`src/rtl/lpm_if.sv`:
```
// Pixel, palette-write and RGB output bundle between the fetch units, the compositor and the DAC.
interface lpm_if #(
    parameter int unsigned NUM_LAYERS = 4,
    parameter int unsigned IDX_W      = 5
);
    logic                        pix_valid_in;
    logic                        blank_in;
    logic [9:0]                  DrawX;
    logic [9:0]                  DrawY;
    logic [NUM_LAYERS-1:0]       layer_hit;
    logic [NUM_LAYERS*IDX_W-1:0] layer_idx;
    logic [NUM_LAYERS-1:0]       layer_en;
    logic [IDX_W-1:0]            bg_idx;
    logic                        frame_start;
    logic                        pal_we;
    logic [IDX_W-1:0]            pal_waddr;
    logic [23:0]                 pal_wdata;
    logic                        pal_busy;
    logic                        pix_valid_out;
    logic [9:0]                  DrawX_out;
    logic [9:0]                  DrawY_out;
    logic [7:0]                  VGA_R;
    logic [7:0]                  VGA_G;
    logic [7:0]                  VGA_B;
    logic [NUM_LAYERS-1:0]       collide_out;
    logic [NUM_LAYERS-1:0]       collide_sticky;

    modport master (
        output pix_valid_in, blank_in, DrawX, DrawY, layer_hit, layer_idx, layer_en, bg_idx,
               frame_start, pal_we, pal_waddr, pal_wdata,
        input  pal_busy, pix_valid_out, DrawX_out, DrawY_out, VGA_R, VGA_G, VGA_B,
               collide_out, collide_sticky
    );

    modport slave (
        input  pix_valid_in, blank_in, DrawX, DrawY, layer_hit, layer_idx, layer_en, bg_idx,
               frame_start, pal_we, pal_waddr, pal_wdata,
        output pal_busy, pix_valid_out, DrawX_out, DrawY_out, VGA_R, VGA_G, VGA_B,
               collide_out, collide_sticky
    );
endinterface

```
`src/rtl/layered_palette_mapper.sv`:
```
// Three-stage layer compositor: priority select, palette RAM lookup, RGB/collision output.
// The palette is zeroed by an init sweep after every reset.
module layered_palette_mapper #(
    parameter int unsigned NUM_LAYERS = 4,
    parameter int unsigned IDX_W      = 5,
    parameter int unsigned TRANSP_IDX = 0
) (
    input logic Clk,
    input logic Reset,
    lpm_if.slave bus
);
    localparam int unsigned DEPTH = 2**IDX_W;

    typedef enum logic [1:0] {IDLE, INIT, RUN} state_t;

    state_t                state;
    logic [IDX_W-1:0]      init_cnt;
    logic [23:0]           pal_mem [DEPTH];

    logic                  wr_en;
    logic [IDX_W-1:0]      wr_addr;
    logic [23:0]           wr_data;

    logic [NUM_LAYERS-1:0] opaque_c;
    logic [IDX_W-1:0]      sel_c;

    logic                  v1, b1;
    logic [9:0]            x1, y1;
    logic [IDX_W-1:0]      sel1;
    logic [NUM_LAYERS-1:0] m1;

    logic                  v2, b2;
    logic [9:0]            x2, y2;
    logic [NUM_LAYERS-1:0] m2;
    logic [23:0]           rd2;
    logic [NUM_LAYERS-1:0] coll_c;

    // Init sequencer: one zero write per cycle, then hand the RAM to the host port
    always_ff @(posedge Clk) begin
        if (Reset) begin
            state        <= IDLE;
            init_cnt     <= '0;
            bus.pal_busy <= 1'b0;
        end else begin
            case (state)
                IDLE: begin
                    state        <= INIT;
                    init_cnt     <= '0;
                    bus.pal_busy <= 1'b1;
                end
                INIT: begin
                    init_cnt <= init_cnt + IDX_W'(1);
                    if (init_cnt == '1) begin
                        state        <= RUN;
                        bus.pal_busy <= 1'b0;
                    end
                end
                default: begin
                    state        <= RUN;
                    bus.pal_busy <= 1'b0;
                end
            endcase
        end
    end

    always_comb begin
        wr_en   = 1'b0;
        wr_addr = bus.pal_waddr;
        wr_data = bus.pal_wdata;
        if (state == INIT) begin
            wr_en   = 1'b1;
            wr_addr = init_cnt;
            wr_data = 24'h000000;
        end else if (state == RUN && bus.pal_we && !Reset) begin
            wr_en = 1'b1;
        end
    end

    // Read-before-write RAM; reads return black until the sweep has finished
    always_ff @(posedge Clk) begin
        if (wr_en) pal_mem[wr_addr] <= wr_data;
        rd2 <= (state == RUN) ? pal_mem[sel1] : 24'h000000;
    end

    always_comb begin
        opaque_c = '0;
        sel_c    = bus.bg_idx;
        for (int i = 0; i < NUM_LAYERS; i++)
            opaque_c[i] = bus.layer_en[i] & bus.layer_hit[i] &
                          (bus.layer_idx[i*IDX_W +: IDX_W] != IDX_W'(TRANSP_IDX));
        for (int i = NUM_LAYERS - 1; i >= 0; i--)
            if (opaque_c[i]) sel_c = bus.layer_idx[i*IDX_W +: IDX_W];
    end

    always_comb begin
        coll_c    = '0;
        coll_c[0] = m2[0] & (|m2[NUM_LAYERS-1:1]);
        for (int i = 1; i < NUM_LAYERS; i++) coll_c[i] = m2[0] & m2[i];
        if (b2) coll_c = '0;
    end

    always_ff @(posedge Clk) begin
        if (Reset) begin
            v1 <= 1'b0; b1 <= 1'b0; x1 <= '0; y1 <= '0; sel1 <= '0; m1 <= '0;
            v2 <= 1'b0; b2 <= 1'b0; x2 <= '0; y2 <= '0; m2 <= '0;
            bus.pix_valid_out  <= 1'b0;
            bus.DrawX_out      <= '0;
            bus.DrawY_out      <= '0;
            bus.VGA_R          <= '0;
            bus.VGA_G          <= '0;
            bus.VGA_B          <= '0;
            bus.collide_out    <= '0;
            bus.collide_sticky <= '0;
        end else begin
            v1 <= bus.pix_valid_in; b1 <= bus.blank_in;
            x1 <= bus.DrawX; y1 <= bus.DrawY; sel1 <= sel_c; m1 <= opaque_c;
            v2 <= v1; b2 <= b1; x2 <= x1; y2 <= y1; m2 <= m1;
            bus.pix_valid_out <= v2;
            // Bubbles leave the previous pixel on the outputs
            if (v2) begin
                bus.DrawX_out   <= x2;
                bus.DrawY_out   <= y2;
                bus.VGA_R       <= b2 ? 8'h00 : rd2[23:16];
                bus.VGA_G       <= b2 ? 8'h00 : rd2[15:8];
                bus.VGA_B       <= b2 ? 8'h00 : rd2[7:0];
                bus.collide_out <= coll_c;
            end
            if (bus.pix_valid_out)
                bus.collide_sticky <= bus.frame_start ? bus.collide_out
                                                      : (bus.collide_sticky | bus.collide_out);
        end
    end
endmodule

```
`src/flat_wrapper.sv`:
```
// flat-port wrapper written by rule: the top's interface ports become plain ports
module layered_palette_mapper_flat 
#(
    parameter int unsigned NUM_LAYERS = 4,
    parameter int unsigned IDX_W      = 5,
    parameter int unsigned TRANSP_IDX = 0
)
  (Clk, Reset, bus_pix_valid_in, bus_blank_in, bus_DrawX, bus_DrawY, bus_layer_hit, bus_layer_idx, bus_layer_en, bus_bg_idx, bus_frame_start, bus_pal_we, bus_pal_waddr, bus_pal_wdata, bus_pal_busy, bus_pix_valid_out, bus_DrawX_out, bus_DrawY_out, bus_VGA_R, bus_VGA_G, bus_VGA_B, bus_collide_out, bus_collide_sticky);
  lpm_if #(.NUM_LAYERS(NUM_LAYERS), .IDX_W(IDX_W)) bus_i ();
  input logic Clk;
  input logic Reset;
  input wire logic [$bits(bus_i.pix_valid_in)-1:0] bus_pix_valid_in;
  input wire logic [$bits(bus_i.blank_in)-1:0] bus_blank_in;
  input wire logic [$bits(bus_i.DrawX)-1:0] bus_DrawX;
  input wire logic [$bits(bus_i.DrawY)-1:0] bus_DrawY;
  input wire logic [$bits(bus_i.layer_hit)-1:0] bus_layer_hit;
  input wire logic [$bits(bus_i.layer_idx)-1:0] bus_layer_idx;
  input wire logic [$bits(bus_i.layer_en)-1:0] bus_layer_en;
  input wire logic [$bits(bus_i.bg_idx)-1:0] bus_bg_idx;
  input wire logic [$bits(bus_i.frame_start)-1:0] bus_frame_start;
  input wire logic [$bits(bus_i.pal_we)-1:0] bus_pal_we;
  input wire logic [$bits(bus_i.pal_waddr)-1:0] bus_pal_waddr;
  input wire logic [$bits(bus_i.pal_wdata)-1:0] bus_pal_wdata;
  output wire logic [$bits(bus_i.pal_busy)-1:0] bus_pal_busy;
  output wire logic [$bits(bus_i.pix_valid_out)-1:0] bus_pix_valid_out;
  output wire logic [$bits(bus_i.DrawX_out)-1:0] bus_DrawX_out;
  output wire logic [$bits(bus_i.DrawY_out)-1:0] bus_DrawY_out;
  output wire logic [$bits(bus_i.VGA_R)-1:0] bus_VGA_R;
  output wire logic [$bits(bus_i.VGA_G)-1:0] bus_VGA_G;
  output wire logic [$bits(bus_i.VGA_B)-1:0] bus_VGA_B;
  output wire logic [$bits(bus_i.collide_out)-1:0] bus_collide_out;
  output wire logic [$bits(bus_i.collide_sticky)-1:0] bus_collide_sticky;
  assign bus_i.pix_valid_in = bus_pix_valid_in;
  assign bus_i.blank_in = bus_blank_in;
  assign bus_i.DrawX = bus_DrawX;
  assign bus_i.DrawY = bus_DrawY;
  assign bus_i.layer_hit = bus_layer_hit;
  assign bus_i.layer_idx = bus_layer_idx;
  assign bus_i.layer_en = bus_layer_en;
  assign bus_i.bg_idx = bus_bg_idx;
  assign bus_i.frame_start = bus_frame_start;
  assign bus_i.pal_we = bus_pal_we;
  assign bus_i.pal_waddr = bus_pal_waddr;
  assign bus_i.pal_wdata = bus_pal_wdata;
  assign bus_pal_busy = bus_i.pal_busy;
  assign bus_pix_valid_out = bus_i.pix_valid_out;
  assign bus_DrawX_out = bus_i.DrawX_out;
  assign bus_DrawY_out = bus_i.DrawY_out;
  assign bus_VGA_R = bus_i.VGA_R;
  assign bus_VGA_G = bus_i.VGA_G;
  assign bus_VGA_B = bus_i.VGA_B;
  assign bus_collide_out = bus_i.collide_out;
  assign bus_collide_sticky = bus_i.collide_sticky;
  layered_palette_mapper #(.NUM_LAYERS(NUM_LAYERS), .IDX_W(IDX_W), .TRANSP_IDX(TRANSP_IDX)) u_core (.Clk(Clk), .Reset(Reset), .bus(bus_i));
endmodule
```
`config.mk`:
```
export PLATFORM = sky130hd
export DESIGN_NAME = layered_palette_mapper_flat
export DESIGN_NICKNAME = d
export VERILOG_FILES = /design/src/rtl/lpm_if.sv /design/src/rtl/layered_palette_mapper.sv /design/src/flat_wrapper.sv
export SDC_FILE = /design/constraint.sdc
export NUM_CORES = 1
export LEC_CHECK = 0
export CAP_MARGIN = 5
export CORE_ASPECT_RATIO = 0.5
export CORE_MARGIN = 5
export CORE_UTILIZATION = 45
export CTS_CLUSTER_SIZE = 16
export DETAILED_ROUTE_END_ITERATION = 10
export SLEW_MARGIN = 10
export SYNTH_ARGS = -nofsm -noshare
export SYNTH_HDL_FRONTEND = slang
export SYNTH_SLANG_ARGS = --single-unit
```
`constraint.sdc`:
```
create_clock -name Clk -period 2.7 [get_ports Clk]
set_input_delay 0.54 -clock Clk [delete_from_list [all_inputs] [get_ports Clk]]
set_output_delay 0.54 -clock Clk [all_outputs]
set_load 0.02 [all_outputs]
```
After elaboration in Yosys (flattened, before gate mapping)
Memory sizes are Yosys's and may differ from the RTL's. A register that Yosys moved wholly into a read port is not among the register bits.
Cells that the tools add are included.
{ "op_classes": {"add_sub_neg": 1, "n_eq_ne": 4, "mux": 20, "n_bitwise": 13, "n_reduce_logical": 11} }
{ "ops": {"columns": ["operator", "n"], "rows": [
  ["$mux 5", 5],
  ["$mux 24", 1],
  ["$mux 8", 3],
  ["$reduce_bool 5->1", 4],
  ["$and 1x1->1", 12],
  ["$pmux 5 s2", 1],
  ["$mux 4", 2],
  ["$add 5x1->5 const B", 1],
  ["$eq 5x5->1 const B", 1],
  ["$mux 1", 5],
  ["$or 4x4->4", 1],
  ["$pmux 2 s2", 1],
  ["$reduce_or 3->1", 1],
  ["$eq 2x1->1 const B", 1],
  ["$eq 2x2->1 const B", 1],
  ["$logic_and 1x1->1", 2],
  ["$logic_not 1->1", 2],
  ["$logic_not 2->1", 1],
  ["$mux 2", 1],
  ["$ne 2x1->1 const B", 1],
  ["$pmux 1 s2", 1],
  ["$reduce_bool 2->1", 1]
]} }
{ "totals": {"regBits": 118, "mem_bits_rw": 768, "in_bits": 88, "n_memories": 1} }
{ "mem_list": {"columns": ["memory", "words", "width", "rd", "rd_clocked_by_memory_dff", "write_ports", "line_no", "rtl"], "rows": [
  ["u_core.pal_mem", 32, 24, 1, 1, 1, "layered_palette_mapper.sv:18", "logic [23:0] pal_mem [DEPTH];"]
]} }

Depth between registers and ports, before layout
Gate-level depths: netlist (run 1).
{ "logic_depth": {"word_depth": 7, "ltp_mapped": 8, "depth_no_buf": 5} }

Worst setup path after synthesis (run 1)
OpenSTA, ideal clock, no wires.
{ "synth_timing": {"path_kind": "reg-to-reg", "startpoint": "register u_core.state[1]", "endpoint": "memory u_core.pal_mem[4][0] (enable)", "setup_time_ns": 0.405, "arrival_ns": 2.418, "t_required_ns": 2.295, "path_slack_ns": -0.123, "stages_incl_launch_ff": 9, "n_path_buf": 3, "synth_period_minus_slack_ns": 2.823, "cell_sequence": "dfxtp_1 > buf_2 > nand2b_1 > clkbuf_1 > clkbuf_1 > nand3b_1 > o21ai_0 > nand2_1 > nor2_1"} }
{ "synth_between": {"elab_chain_cells": 7, "elab_cells_between_ends": 9} }
{ "synth_rtl": {"columns": ["item", "line_no", "rtl"], "rows": [
  ["start: declaration", "layered_palette_mapper.sv:16", "state_t state;"],
  ["start signal: assignment", "layered_palette_mapper.sv:41", "state <= IDLE;"],
  ["start signal: assignment", "layered_palette_mapper.sv:47", "state <= INIT;"],
  ["start signal: assignment", "layered_palette_mapper.sv:54", "state <= RUN;"],
  ["$eq 2x2->1", "layered_palette_mapper.sv:74", "end else if (state == RUN && bus.pal_we && !Reset) begin"],
  ["$logic_and 1x1->1 (2 in series)", "layered_palette_mapper.sv:74", null],
  ["$mux 1", "layered_palette_mapper.sv:74", null],
  ["$mux 1", "layered_palette_mapper.sv:70", "if (state == INIT) begin"],
  ["$mux 1", "layered_palette_mapper.sv:81", "if (wr_en) pal_mem[wr_addr] <= wr_data;"],
  ["$mux 1 (implied by the code)", "layered_palette_mapper.sv:81", null],
  ["end: declaration", "layered_palette_mapper.sv:18", null]
]} }
Parallel ways exist; a longest one is shown, timed or not.

==> metrics.md, run 1 <==
| Metric | Value |
|---|---|
| Worst hold path class | flop to flop |
| FF-to-FF path depth | 6 |
| Cell Count, Final, Fillers Out | 3093 |
| CP Class | flop to primary output |
| CP Depth | 1 |
| Seq cells post-synth | around 910 |
| Seq/Total Area, Yosys | 75.8% |
| Final hold violations | 0 |
| Crit-path cells | clkdlybuf4s50_1 |
| Main synth FF type | edfxtp_1 |
| Share of cells above drive strength 1 | 28.0% |
| Vias in the first global route | 17300 |
| Row cnt | around 70 |
| Antenna cells | 0 |
| Port bufs | between 100 and 150 |
| Cts bufs inserted | 81 |
| Post-synthesis async set-or-reset flop share | 0% |
| Max transition margin | 53.9% |
| Fin nets | 2101 |
| Critical Path AT | 1.90 ns |
| Worst reg-to-reg setup slack | between 0.2 and 0.3 ns |
| Busiest grt layer | met2 |
| Worst Skew | 0.0225 ns |
| Syn Std Cell Area | 34100 µm² |
| Endpoint type of the worst setup path | primary output |
| Worst VDD drop | a little under 0.4 mV |
| Root Buffer | clkbuf_16 |
| Crit path buf inv count | 1 |
| Net Count, Synth | 1810 |
| Commonest cells after routing, fill and taps aside | 768 x edfxtp_1, 192 x mux4_2, 140 x clkdlybuf4s50_1, 137 x dfxtp_1, 112 x buf_4 |
| CP Max Fanout | 7 |
| Placed Area | ~39000 µm² |
| F_max | a little over 400 MHz |
| Worst EP required | about 2.2 ns |
| Period minus WS final | 2.44 ns |
| First-pass GRT wire length | ~120 mm |
| Outcome | finished clean |
| Reg-to-reg endpoint | u_core.rd2[13] |
| Die area | 81800 µm² |
| Critical Path Max Stage Delay | 0.80 ns |
| Post_cts resized | 0 |
| Worst-margin pin slew | approximately 0.7 ns |
| GRT met3 Usage | 6.49% |
| Final setup violation count | 0 |
| Pre-CTS WS | roughly 0.12 ns |
| Met2 Resource Use GR | between 30% and 40% |
| Routed Antenna Nets | 0 |
| Post-CTS Setup Bufs | 0 |
| Unrepaired setup endpoints after global routing | false |
| Core footprint | ~75000 µm² |
| Initial core utilization | around 45% |
| P_leak | 13.2 nW |
| Gr usage total | between 20% and 30% |
| Final GP Congestion | around 0.85 |
| Syn-to-layout area delta | 20.3% |
| Post-route DRC | 0 |
| Dpl cells | between 2000 and 3000 |
| Setup TNS | 0 ns |
| Filler cells | slightly below 6000 |
| Total routed wirelength | about 84 mm |
| Max cap viols | 0 |
| R2r startpoint | u_core.sel1[1] |
| Via count | between 15000 and 20000 |
| Final cell area excluding filler cells | between 40000 and 50000 µm² |
| Post-synth EDFFs | around 770 |
| Setup crit start | u_core.state[0] |
| Hold Slack | 0.436 ns |
| DP HPWL | between 50 and 60 mm |
| Slew Viols, Final | 0 |
| Clock transition at path regs | 0.06 ns |
| Minimum setup slack in the final design | between 0.2 and 0.3 ns |
| Overall power | about 29 mW |
| Worst Setup EP | bus_pal_busy |
| Post-Synthesis Cells | ~1700 |
| Delay-heaviest family, CP | buffers and inverters |
| Met1 Usage GRT | approximately 28% |
| Most common cell after layout, fill and taps aside | edfxtp_1 |
| Mean Syn Cell Area | between 15 and 20 µm² |
| Worst setup SP type | flop |
| Skew-Pair Late Insertion Delay | about 0.64 ns |
| Final Core Density | 54.6% |
| Fin crit share | about 90% |
| Ys Warns | 0 |
| Clock Path Buffers | 3 |
| Initial antenna violation count | 3 |
| Die height | around 200 µm |
| DR pass1 iterations | 5 |
| Synth unique cells | 43 |
| Horiz. Die Dim | about 400 µm |
| PwrDens | 701 nW/µm² |
| CTS tree | yes |
| Wire per inst | 27.0 µm |
| Cts hold-fix bufs | 0 |
| Io pins | 142 |
| Grt total ovfl | 0 |
| # clock sinks | a little over 900 |
| Drt first-iter violations | roughly 1600 |
| DR vias/cell | roughly 5.5 |
| CTS HTree Levels | 3 |
| CP max-delay cell | clkdlybuf4s50_1 |
| Largest net degree at the start of global routing | 62 |
==> synth_stat cells, types with 2 or more instances <==
cell type | count | share of area [%]
edfxtp_1 | 768 | 68
mux4_2 | 192 | 13
dfxtp_1 | 141 | 8.3
nor2_1 | 103 | 1.1
nor2b_1 | 80 | 1.5
mux2_2 | 66 | 2.2
clkbuf_1 | 50 | 0.55
nand2_1 | 40 | 0.44
a21oi_1 | 38 | 0.56
mux2i_1 | 30 | 0.88
and2_1 | 27 | 0.49
a22oi_1 | 25 | 0.55
buf_2 | 25 | 0.37
o221ai_1 | 24 | 0.62
a31oi_1 | 18 | 0.33
buf_4 | 14 | 0.31
nand2b_1 | 10 | 0.18
nand3_1 | 10 | 0.15
buf_1 | 9 | 0.099
a221oi_1 | 8 | 0.21
o211ai_1 | 5 | 0.11
o21ai_0 | 4 | 0.059
or4_1 | 4 | 0.088
a221o_1 | 3 | 0.088
a311oi_1 | 3 | 0.077
nand3b_1 | 3 | 0.066
and3_1 | 2 | 0.037
buf_6 | 2 | 0.066
ha_1 | 2 | 0.073
==> area by class of cell <==
| class | instances | area (µm²) | area share, % |
|---|---|---|---|
| multi-input combinational | 711 | 7990 | 19.5 |
| sequential | 909 | 25900 | 63.1 |
| tap | 1022 | 1280 | 3.11 |
| clock inverter | 35 | 275 | 0.670 |
| timing repair buffer | 308 | 3360 | 8.19 |
| clock buffer | 108 | 2270 | 5.52 |
==> metal layers <==
layer	wire length, µm	vias up
li1	-	7510
met1	34600	9040
met2	40400	508
met3	6800	99
met4	1690	0
met5	0	-
==> worst min-delay path by stage <==
stage / startpoint / endpoint / slack, ns / depth (start not counted)
floorplan: u_core.b1 / u_core.b2 / 0.41 / 1
global placement: u_core.y1[4] / u_core.y2[4] / 0.42 / 1
detailed placement: u_core.y1[9] / u_core.y2[9] / 0.42 / 1
CTS: bus_DrawX[3] / u_core.x1[3] / 0.42 / 2
global route: bus_DrawY[7] / u_core.y1[7] / 0.42 / 2
finish: u_core.y1[2] / u_core.y2[2] / 0.44 / 1
==> state kept, by name, indices dropped and copies added (netlist names) <==
name and count:
u_core.bus.DrawY_out 10, u_core.y2 10, u_core.bus.DrawX_out 10, u_core.sel1 5, u_core.y1 10, u_core.m1 4
u_core.b1 1, u_core.bus.pix_valid_out 1, u_core.bus.collide_out 4, u_core.rd2 24, u_core.bus.collide_sticky 4, u_core.bus.VGA_R 8
u_core.m2 4, u_core.bus.VGA_B 8, u_core.b2 1, u_core.v2 1, u_core.state 2, u_core.x2 10
u_core.v1 1, u_core.x1 10, u_core.pal_mem 768, u_core.init_cnt 5, u_core.bus.VGA_G 8
==> where the power goes <==
part / switching (mW) / leakage, nW / internal [mW]
sequential: 0.0536 / 8.18 / 15.3
clock: 4.90 / 1.25 / 6.28
combinational: 1.22 / 3.74 / 1.00
==> cell families (layout without fill, tap and decap cells) <==
kind of cell | count (synthesis) | count (layout) | synth area share [%]
adders and majority gates | 2 | 2 | 0.0733
and+or+nand+nor | 284 | 284 | 4.14
DFF | 909 | 909 | 75.8
buffers and inverters | 100 | 451 | 1.39
muxes | 288 | 288 | 15.7
AOI/OAI and AO/OA | 137 | 137 | 2.85
No activity file was read; power rests on OpenSTA's default activity.
==> run 2: changes to the inputs <==
- CORE_UTILIZATION: 45 -> 47
- PLACE_DENSITY: not set -> 0.67
==> metrics.md, run 2 (synthesized netlist as in run 1, its figures left out) <==
| Metric | Value |
|---|---|
| Outcome | finished clean |
| Total routed wirelength | 82.5 mm (-1.2%) |
| Fin nets | 2072 (-1.4%) |
| Worst setup SP type | flop |
| Cts bufs inserted | 78 (-3.7%) |
| Share of cells above drive strength 1 | 27.1% (-0.82 points) |
| CP max-delay cell | mux4_2 |
| Io pins | 142 (unchanged) |
| Setup TNS | 0 ns (unchanged) |
| First-pass GRT wire length | 120 mm (-1.2%) |
| Period minus WS final | 2.45 ns (+0.00901 ns) |
| R2r startpoint | u_core.sel1[1] |
| Cts hold-fix bufs | 0 (unchanged) |
| Most common cell after layout, fill and taps aside | edfxtp_1 |
| Top flop regs | u_core.pal_mem x768, u_core.rd2 x24 |
| Fin crit share | 90.8% (+0.33 points) |
| Final Core Density | 56.8% (+2.2 points) |
| Grt total ovfl | 0 (unchanged) |
| Wire per inst | 27.5 µm (+1.7%) |
| Worst path most repeated cell | buf_4 |
| Die height | 201 µm (-2.0%) |
| Unrepaired setup endpoints after global routing | false |
| Post-route DRC | 0 (unchanged) |
| CP Class | flop to flop |
| Reg-to-reg endpoint | u_core.rd2[20] |
| Max transition margin | 45.2% (-8.7 points) |
| Critical Path Max Stage Delay | 0.53 ns (-0.27 ns) |
| Root Buffer | clkbuf_16 |
| Worst VDD drop | 0.388 mV (-0.62%) |
| Crit-path cells | buf_12 -> buf_4 -> mux4_2 -> mux2_2 -> o221ai_1 -> buf_4 -> a31oi_1 |
| Worst reg-to-reg setup slack | 0.25 ns (-0.02 ns) |
| Initial antenna violation count | 3 (unchanged) |
| Row cnt | 69 (-2.8%) |
| Setup crit start | u_core.sel1[1] |
| Worst-margin pin slew | 0.822 ns (+0.131 ns) |
| Worst EP required | 3.17 ns (+1.01 ns) |
| FF-to-FF path depth | 7 (+1) |
| Clock Path Buffers | 3 (unchanged) |
| Horiz. Die Dim | 391 µm (-2.1%) |
| # clock sinks | 909 (unchanged) |
| Largest register FFs | 768 (unchanged) |
| Critical Path AT | 2.92 ns (+1.02 ns) |
| CP Max Fanout | 26 (+19) |
| Endpoint type of the worst setup path | flop |
| Final GP Congestion | 0.869 (+2.0%) |
| Skew-Pair Late Insertion Delay | 0.63 ns (about the same) |
| Port bufs | 141 (unchanged) |
| Syn-to-layout area delta | 19.0% |
| Vias in the first global route | 17100 (-1.4%) |
| CTS HTree Levels | 3 (unchanged) |
| PwrDens | 714 nW/µm² (+1.9%) |
| P_leak | 13.0 nW (-1.2%) |
| Worst hold path class | flop to flop |
| Gr usage total | 21.0% (+0.32 points) |
| Commonest cells after routing, fill and taps aside | 768 x edfxtp_1, 192 x mux4_2, 140 x clkdlybuf4s50_1, 137 x dfxtp_1, 100 x buf_4 |
| Crit path buf inv count | 3 (+2) |
| Routed Antenna Nets | 0 (unchanged) |
| Hold path depth | 1 (unchanged) |
| Via count | 17400 (+1.6%) |
| Largest net degree at the start of global routing | 78 (+26%) |
| Worst Skew | 0.0175 ns (-0.00506 ns) |
| Max cap viols | 0 (unchanged) |
| Delay-heaviest family, CP | multiplexers |
| Hold path start | u_core.x1[1] |
| Initial core utilization | 47.8% (+2.3 points) |
| DR pass1 iterations | 5 (unchanged) |
| Min-Delay Endpoint | u_core.x2[1] |
| Final hold violations | 0 (unchanged) |
| CTS tree | yes |
| Core footprint | 71500 µm² (-4.9%) |
| Die area | 78500 µm² (-4.1%) |
| Overall power | 29.0 mW (+0.72%) |
| Post-CTS Setup Bufs | 0 (unchanged) |
| Final setup violation count | 0 (unchanged) |
| Drt first-iter violations | 2040 (+25%) |
| DR vias/cell | 5.81 (+4.7%) |
| Post_cts resized | 0 (unchanged) |
| Filler cells | 5290 (-9.2%) |
| Reg with most FFs | u_core.pal_mem |
| F_max | 408 MHz (-0.37%) |
| Antenna cells | 0 (unchanged) |
| DP HPWL | 52.6 mm (-3.7%) |
| Slew Viols, Final | 0 (unchanged) |
| Clock transition at path regs | 0.07 ns (about the same) |
## run 2: metal layers
| layer | track usage, % | routed length, µm | up-vias |
|---|---|---|---|
| li1 | - | - | 7447 |
| met1 | 31.0 | 35800 | 9179 |
| met2 | 31.0 | 37200 | 696 |
| met3 | 6.12 | 7450 | 111 |
| met4 | 5.35 | 2010 | 2 |
| met5 | 0 | 10 | - |
## run 2: report_power, final
group | switching [mW] | total, mW | internal (mW)
Combinational | 1.24 | 2.20 | 0.966
Clock | 4.94 | 11.4 | 6.47
Sequential | 0.0574 | 15.4 | 15.3
## run 2: worst max-delay path by stage
stage          cells past startpoint  slack [ns]                      to
5_1_grt                            7        0.14          u_core.rd2[12]
2_1_floorplan                      8       -0.12    u_core.pal_mem[4][0]
3_3_place_gp                       9        0.11  u_core.pal_mem[22][20]
4_1_cts                            7        0.24          u_core.rd2[20]
3_5_place_dp                       9        0.12  u_core.pal_mem[22][15]
6_report                           7        0.25          u_core.rd2[20]
## run 2: area by class of cell
| cell class | count | area (µm²) | area share (%) |
|---|---|---|---|
| Tap cell | 958 | 1200 | 2.95 |
| Clock buffer | 104 | 2180 | 5.36 |
| Timing Repair Buffer | 282 | 2990 | 7.37 |
| Multi-Input combinational cell | 711 | 7940 | 19.5 |
| Clock inverter | 39 | 410 | 1.01 |
| Sequential cell | 909 | 25900 | 63.8 |
## run 2: through the flow
stage / setup WS, ns / instances / hold slack, ns / instance area (µm²)
2_1_floorplan: -0.123 / 1720 / 0.414 / 34200
5_1_grt: 0.139 / 3003 / 0.444 / 40600
3_5_place_dp: 0.121 / 2860 / 0.420 / 38000
4_1_cts: 0.237 / 3003 / 0.420 / 40600
3_3_place_gp: 0.113 / 2860 / 0.416 / 38000
6_report: 0.250 / 3003 / 0.438 / 40600
